## config.mk

```make
export PLATFORM = sky130hd
export DESIGN_NAME = axis_width_conv_flush
export DESIGN_NICKNAME = d
export VERILOG_FILES = /design/src/rtl/axis_width_conv_flush.sv
export SDC_FILE = /design/constraint.sdc
export NUM_CORES = 1
export LEC_CHECK = 0
export CAP_MARGIN = 25
export CELL_PAD_IN_SITES_DETAIL_PLACEMENT = 1
export CELL_PAD_IN_SITES_GLOBAL_PLACEMENT = 1
export CORE_UTILIZATION = 28
export CTS_CLUSTER_DIAMETER = 100
export DETAILED_ROUTE_END_ITERATION = 10
export PLACE_DENSITY_LB_ADDON = 0.1
export SYNTH_ARGS = -nofsm -noshare
export SYNTH_HDL_FRONTEND = slang
export SYNTH_SLANG_ARGS = --single-unit
```

## constraint.sdc

```tcl
create_clock -name clk -period 3.35 [get_ports clk]
set_input_delay 0.335 -clock clk [delete_from_list [all_inputs] [get_ports clk]]
set_output_delay 0.335 -clock clk [all_outputs]
set_load 0.02 [all_outputs]
```

## src/rtl/axis_width_conv_flush.sv

```systemverilog
// Stream width converter: packs N-bit words MSB-first into LCM-bit blocks kept in a
// ring of NBUF buffers, drains each block as LCM/M words of M bits, with tlast flush.
module axis_width_conv_flush #(
  parameter int N = 8,
  parameter int M = 5,
  parameter int LCM = 40,
  parameter int NBUF = 2,
  parameter logic [N-1:0] PAD_WORD = {N{1'b0}}
) (
  input  logic                       clk,
  input  logic                       rst,
  output logic                       s_axis_tnext,
  input  logic [N-1:0]               s_axis_tdata,
  input  logic                       s_axis_tfirst,
  input  logic                       s_axis_tlast,
  input  logic                       s_axis_tvalid,
  input  logic                       m_axis_tnext,
  output logic [M-1:0]               m_axis_tdata,
  output logic                       m_axis_tfirst,
  output logic                       m_axis_tlast,
  output logic                       m_axis_tvalid,
  output logic [$clog2(NBUF+1)-1:0]  occupancy,
  output logic [15:0]                pad_count
);
  localparam int K  = LCM / N;
  localparam int J  = LCM / M;
  localparam int IW = (K > 1) ? $clog2(K) : 1;
  localparam int JW = (J > 1) ? $clog2(J) : 1;
  localparam int PW = (NBUF > 1) ? $clog2(NBUF) : 1;
  localparam int OW = $clog2(NBUF + 1);

  if (LCM % N != 0) begin : gen_chk_n
    $error("axis_width_conv_flush: LCM must be a multiple of N");
  end
  if (LCM % M != 0) begin : gen_chk_m
    $error("axis_width_conv_flush: LCM must be a multiple of M");
  end
  if (NBUF < 1) begin : gen_chk_nbuf
    $error("axis_width_conv_flush: NBUF must be at least 1");
  end

  typedef enum logic {FILL, PAD} fillState_e;

  fillState_e      state_q, state_d;
  logic [N-1:0]    bufMem_q [NBUF][K];
  logic [NBUF-1:0] firstMem_q, lastMem_q;
  logic [IW-1:0]   idx_q, idx_d;
  logic [JW-1:0]   j_q;
  logic [PW-1:0]   wPtr_q, rPtr_q;
  logic [OW-1:0]   occ_q;
  logic [15:0]     padCnt_q;
  logic            padLast_q, padLast_d;

  logic            canFill, idxLast, jLast, offered, takeWord;
  logic            wrEn, latchFirst, commit, commitLast, padInc, pop;
  logic [N-1:0]    wrData;
  logic [LCM-1:0]  headBlk;

  function automatic logic [PW-1:0] nextPtr(input logic [PW-1:0] p);
    return (p == PW'(NBUF - 1)) ? '0 : p + 1'b1;
  endfunction

  // A new block may only start while a free buffer exists; the one being filled stays reserved.
  assign canFill  = occ_q < OW'(NBUF);
  assign idxLast  = idx_q == IW'(K - 1);
  assign jLast    = j_q == JW'(J - 1);
  assign offered  = rst && s_axis_tvalid && canFill;
  assign takeWord = offered && (idx_q == '0 || !s_axis_tfirst);
  assign pop      = m_axis_tvalid && m_axis_tnext;

  always_ff @(posedge clk or negedge rst) begin
    if (!rst) state_q <= FILL;
    else      state_q <= state_d;
  end

  always_comb begin
    state_d = state_q;
    case (state_q)
      FILL: begin
        if (offered && !takeWord)                           state_d = PAD;
        else if (takeWord && !idxLast && s_axis_tlast)      state_d = PAD;
      end
      PAD:     if (idxLast) state_d = FILL;
      default: state_d = FILL;
    endcase
  end

  // A tfirst word arriving mid-block is left unconsumed; the block is padded out first.
  always_comb begin
    s_axis_tnext = 1'b0;
    wrEn         = 1'b0;
    wrData       = s_axis_tdata;
    latchFirst   = 1'b0;
    commit       = 1'b0;
    commitLast   = padLast_q;
    padInc       = 1'b0;
    idx_d        = idx_q;
    padLast_d    = padLast_q;
    case (state_q)
      FILL: begin
        if (takeWord) begin
          s_axis_tnext = 1'b1;
          wrEn         = 1'b1;
          latchFirst   = idx_q == '0;
          if (idxLast) begin
            commit     = 1'b1;
            commitLast = s_axis_tlast;
            idx_d      = '0;
          end else begin
            idx_d     = idx_q + 1'b1;
            padLast_d = s_axis_tlast;
          end
        end else if (offered) begin
          padLast_d = 1'b0;
        end
      end
      PAD: begin
        wrEn   = 1'b1;
        wrData = PAD_WORD;
        padInc = 1'b1;
        if (idxLast) begin
          commit = 1'b1;
          idx_d  = '0;
        end else begin
          idx_d = idx_q + 1'b1;
        end
      end
      default: ;
    endcase
  end

  always_ff @(posedge clk or negedge rst) begin
    if (!rst) begin
      idx_q      <= '0;
      j_q        <= '0;
      wPtr_q     <= '0;
      rPtr_q     <= '0;
      occ_q      <= '0;
      padCnt_q   <= '0;
      padLast_q  <= 1'b0;
      firstMem_q <= '0;
      lastMem_q  <= '0;
    end else begin
      idx_q     <= idx_d;
      padLast_q <= padLast_d;
      if (padInc && padCnt_q != 16'hFFFF) padCnt_q <= padCnt_q + 16'd1;
      if (latchFirst) firstMem_q[wPtr_q] <= s_axis_tfirst;
      if (commit) begin
        lastMem_q[wPtr_q] <= commitLast;
        wPtr_q            <= nextPtr(wPtr_q);
      end
      if (pop) begin
        if (jLast) begin
          j_q    <= '0;
          rPtr_q <= nextPtr(rPtr_q);
        end else begin
          j_q <= j_q + 1'b1;
        end
      end
      if (commit && !(pop && jLast))      occ_q <= occ_q + 1'b1;
      else if (!commit && pop && jLast)   occ_q <= occ_q - 1'b1;
    end
  end

  always_ff @(posedge clk) begin
    if (wrEn) bufMem_q[wPtr_q][idx_q] <= wrData;
  end

  assign m_axis_tvalid = occ_q != '0;

  always_comb begin
    headBlk = '0;
    for (int i = 0; i < K; i++) headBlk[LCM-1-i*N -: N] = bufMem_q[rPtr_q][i];
    m_axis_tdata = '0;
    for (int w = 0; w < J; w++) begin
      if (m_axis_tvalid && j_q == JW'(w)) m_axis_tdata = headBlk[LCM-1-w*M -: M];
    end
  end

  assign m_axis_tfirst = m_axis_tvalid && firstMem_q[rPtr_q] && (j_q == '0);
  assign m_axis_tlast  = m_axis_tvalid && lastMem_q[rPtr_q] && jLast;
  assign occupancy     = occ_q;
  assign pad_count     = padCnt_q;

endmodule

```

**Yosys cells after proc, flatten, opt, wreduce, memory -nomap -nowiden**

Memory sizes are Yosys's and may differ from the RTL's.
Index checks and enable logic that the tools add are counted.

- Bits in registers: 32
- Bits in writable memories: 80
- Bits of input ports: 14
- Output and inout port bits: 27
- Logic and storage cells: 124
- Memories kept: 1

- Add/sub/neg operators: 7
- $lt $le $gt $ge: 6
- Equal/unequal tests: 11
- Muxes and demuxes: 48
- Bitwise gates (word level): 2
- Reduce and logical (&&, ||, !) cells: 39

Memories:

| name | depth | width | rd ports | clocked after memory_dff | write ports | RTL line | RTL |
|---|---|---|---|---|---|---|---|
| bufMem_q | 2 | 40 | 1 | 0 | 1 | 45 | `logic [N-1:0] bufMem_q [NBUF][K];` |

Operators by type and width:

| cell | count |
|---|---|
| $mux W40 | 1 |
| $mux W5 | 8 |
| $logic_and A1 B1 Y1 | 26 |
| $demux W8 S3 | 1 |
| $mux W1 | 24 |
| $add A16 B1 Y16 const B | 1 |
| $mux W8 | 2 |
| $ne A16 B16 Y1 const B | 1 |
| $eq A3 B3 Y1 const B | 5 |
| $mux W3 | 3 |
| $add A3 B1 Y3 const B | 2 |
| $eq A3 B2 Y1 const B | 2 |
| $logic_not A3 Y1 | 2 |
| $pmux W1 S2 | 3 |
| $pmux W3 S2 | 1 |
| $reduce_bool A2 Y1 | 3 |
| $logic_not A1 Y1 | 5 |
| $bwmux W2 | 2 |
| $ge A4 B4 Y1 const B | 1 |
| $lt A1 B2 Y1 const B | 2 |
| $lt A4 B1 Y1 const B | 1 |
| $mux W2 | 2 |
| $ne A2 B2 Y1 const B | 2 |
| $not A3 Y4 | 1 |
| 11 further kinds | 12 |

**Longest topological paths before layout**

Gate-level depths: netlist (run 1).

- Depth after elaboration: 10
- Mapped depth: 8
- Depth with buffers taken out: 7

**Least setup slack after synthesis (run 1)**

OpenSTA, ideal clock, no wires.

- Kind: register to register
- Start: register idx_q[1]
- End: memory bufMem_q[1][24] (netlist bit), enable pin
- Setup time: 0.395 ns
- Arrival: 2.188 ns
- Path slack: 0.768 ns
- Stages on the path, launching flop included: 9
- Buffers on the path: 1
- Cells stage by stage: dfrtp_1 inv_1 ha_1 nand2b_1 a21oi_2 or2_1 buf_4 nand2_1 nor4_1

- Longest elaborated chain between the ends: 7
- Elaborated cells between the ends (all ways): 13
- Classes of those cells: order compare (2); mux (6); bitwise (1); reduce/logical (4)

RTL lines:

| item | RTL line | RTL |
|---|---|---|
| start, declared | 47 | `logic [IW-1:0] idx_q, idx_d;` |
| start signal, assigned | 144 | `idx_q <= idx_d;` |
| parallel branches: the longest is 6 deep, another holds $ge A4 B4 Y1 | - |  |
| $mux W40 (not written as such) (*) | 166 | `if (wrEn) bufMem_q[wPtr_q][idx_q] <= wrData;` |
| end, declared | 45 |  |

Mark *: on every way between the ends.

**Final worst setup path (run 1)**

- Start: register occ_q[1], in the netlist occupancy[1]
- End: output m_axis_tdata[4]

- Longest elaborated chain between the ends: 10
- Elaborated cells between the ends (all ways): 17
- Classes of those cells: mux (8); reduce/logical (9)

RTL lines:

| item | RTL line | RTL |
|---|---|---|
| start, declared | 50 | `logic [OW-1:0] occ_q;` |
| start signal, assigned | 160 | `if (commit && !(pop && jLast)) occ_q <= occ_q + 1'b1;` |
| start signal, assigned | 161 | `else if (!commit && pop && jLast) occ_q <= occ_q - 1'b1;` |
| $reduce_bool A2 Y1 (*) | 169 | `assign m_axis_tvalid = occ_q != '0;` |
| $logic_and A1 B1 Y1 | 176 | `if (m_axis_tvalid && j_q == JW'(w)) m_axis_tdata = headBlk[LCM-1-w*M -: M];` |
| $mux W5 (7 in a row) | 176 |  |
| $mux W5 (*) | 176 |  |
| end, declared | 18 | `output logic [M-1:0] m_axis_tdata,` |

Every way passes the cells marked *; elsewhere a longest branch is shown, timed or not.

==> out/metrics.yaml, run 1 <==
status:
  outcome: "finished clean"
drt:
  drcViolationCount: 0
  ant_nets: 0
  routedWlPerCell_um: 19.13
  vias_per_cell: 4.798
  drt_pass1_iterations: 4
  dr.first_iter.drc_count: 134
  dr_total_vias: 3167
  wirelength_um: 12630
placed_design:
  io_buffers: 40
  place_area_um2: 5744
  gp_congestion: 0.7690
  place_hpwl_um: 9285
logic_synthesis:
  synth_edf_count: 80
  synth_top_area_share_pct: 47.76
  syn_nets: 401
  synth_ff_type: "edfxtp_1"
  ys_warn_count: 0
  synth.distinct_cells: 47
  synth_area_um2: 5030
  yosys.area.top_type: "edfxtp_1"
  synth_area_leaders: "edfxtp_1, dfrtp_1, mux2i_1"
  syn_inst: 378
  async_reset_ff_share_pct: 28.57
  ys_ff_latch: 112
  synth.avg_cell_area_um2: 13.31
  synth-seq-area-share_pct: 63.68
cts:
  path_clk_slew_ps: 70
  cts_tree: "yes"
  root_buffer: "clkbuf_16"
  cts_sinks: 112
  clock_path_buffers: 2
  cts_buffers: 9
  htreeDepth: 3
  clkLatencyLatePin_ps: 360
  cts_hold_buf: 0
cells_and_area:
  postLayoutCoreUtil_pct: 34.83
  antenna_cells: 0
  finish.instance_area_um2: 6067
  drive_gt1_share_pct: 8.966
  synthToLayoutAreaGrowth_pct: 20.62
  layout.nets: 453
  fill_cells: 1853
grt:
  grt_antenna_before_repair: 0
  gr-total-overflow: 0
  grt_max_degree: 33
  grt_pass1_vias: 3289
  grt_pass1_wl_um: 19780
  gr-usage-all-layers_pct: 14.76
min_path:
  holdCritPathClass: "in -> async"
critical_path:
  cp-end-kind: "output pin"
  critPathKind: "reg -> out"
  startpoint_type: "flop"
  worstPathMaxFanout: 8
  arrival_ps: 2730
  required_ps: 3010
sta:
  worst_pin_slew_ps: 1036
  hold_viol: 0
  finalSetupTns_ps: 0
  slew_violations: 0
  layout_min_cycle_time_ps: 3069
  setup_violations: 0
  rsz0062_at_grt: "false"
  min_period_over_period_pct: 91.62
  skew_ps: 7.120
  slew_headroom_pct: 30.76
  max_freq_ghz: 0.3258
die:
  pin_count: 41
  core_area_um2: 17420
  start_util_pct: 28.88
  die_w_um: 136.0
  rows: 48
  die_y_um: 136.0
  die_area_um2: 18500
power:
  p_per_area_nw_per_um2: 810.1
  power_leakage_nw: 2.162
  peakVddDrop_mv: 0.2797
flow_run:
  maxCapViolations: 0
==> through the flow <==
stage | power, W | instances | setup WS, ps | hold WS [ps]
global placement | 0.003825 | 644 | 514.8 | 458.9
floorplan | 0.003096 | 378 | 767.8 | 39.41
CTS | 0.005003 | 660 | 155.4 | 433.0
global route | 0.005201 | 660 | 61.15 | 484.9
detailed placement | 0.003842 | 644 | 551.3 | 470.8
finish | 0.004915 | 660 | 280.7 | 420.0
==> synth_stat cells (6+ instances only) <==
cell type and count:
dfrtp_1 32, edfxtp_1 80, nand3_1 10, xnor2_1 14, nor4_1 8, nand4_1 7, nor2b_1 10, ha_1 9
a21oi_1 7, nor2_1 35, and3_1 6, nand2_1 25, mux2i_1 43, inv_1 9
==> power by group <==
group | internal (W) | total (W) | switching (W)
clock network | 0.000604 | 0.00114 | 0.000535
registers | 0.00179 | 0.00198 | 0.000199
logic | 0.000717 | 0.00179 | 0.00107
total | 0.00311 | 0.00491 | 0.00181
==> sequential cells by signal (all words and copies together), names as in the netlist <==
name        count
bufMem_q       80
firstMem_q      2
idx_q           3
j_q             3
lastMem_q       2
occupancy       2
padLast_q       1
pad_count      16
rPtr_q          1
state_q         1
wPtr_q          1
==> cells by family (layout without fill, tap and decap cells) <==
group           after synthesis  in the layout  synth area share, %
simple gates                118            118                11.97
flops                       112            112                63.68
compound gates               51             51                7.214
mux                          49             49                9.900
buf+inv                      23             80                2.214
xor+xnor                     16             16                2.786
fa+ha+maj                     9              9                2.239
==> cell type report <==
type | instances | area [um2] | share of cell area, %
inverter | 10 | 37.54 | 0.6187
tap | 225 | 281.5 | 4.640
sequential | 112 | 3204 | 52.81
clock buffer | 9 | 225.2 | 3.712
timing repair buffer | 54 | 508.0 | 8.373
clock inverter | 7 | 95.09 | 1.567
multi-input combinational | 243 | 1715 | 28.27
==> cell usage in the layout (no fill, tap or decap), types with 5 or more instances in the layout <==
cell type,Yosys,layout
a21oi_1,7,7
a22oi_1,5,5
and3_1,6,6
buf_4,5,14
clkbuf_16,0,9
clkdlybuf4s50_1,0,39
dfrtp_1,32,31
edfxtp_1,80,80
ha_1,9,9
inv_1,9,9
mux2_1,5,5
mux2i_1,43,43
nand2_1,25,25
nand3_1,10,10
nand4_1,7,7
nor2_1,35,35
nor2b_1,10,10
nor4_1,8,8
o21ai_0,5,5
o22a_1,5,5
o31ai_1,5,5
o32ai_1,5,5
xnor2_1,14,14
==> critical path, stage by stage, from the launching register on <==
cell and delay, ps:
dfrtp_1 490, nor2_1 140, inv_2 150, nand2_1 160, nor2_1 310, o32ai_1 160
o31ai_1 310, clkdlybuf4s50_1 670
==> final timing paths <==
path | startpoint | endpoint | slack, ps | cells after the start
max reg2reg | idx_q[1] | bufMem_q[0][13] | 740 | 8
min reg2reg | padLast_q | padLast_q | 480 | 2
max | occupancy[1] | m_axis_tdata[4] | 280 | 7
min | rst | padLast_q | 420 | 2
max in group asynchronous | rst | rPtr_q | 2600 | 2
min in group clk | padLast_q | padLast_q | 480 | 2
==> timing repair <==
action,in CTS,in global routing
setup buffers,0,0
resized for setup,0,1
setup endpoints to repair,0,1
==> layer usage <==
metal / GRT usage (%) / vias up / wire, um
met4: 5.370 / 0 / 167
met2: 22.62 / 44 / 5730
met3: 2.051 / 10 / 419
met1: 21.11 / 1601 / 6310
met5: 0 / - / 0
li1: - / 1512 / -
Note: power is estimated with default switching activity, not from simulation.
==> run 2: changes to the inputs <==
ABC_AREA = 0   (was not set)
CAP_MARGIN = 10   (was 25)
==> results of run 2 <==
Same layout as run 1: the final DEF is identical, and so are final timing and power.
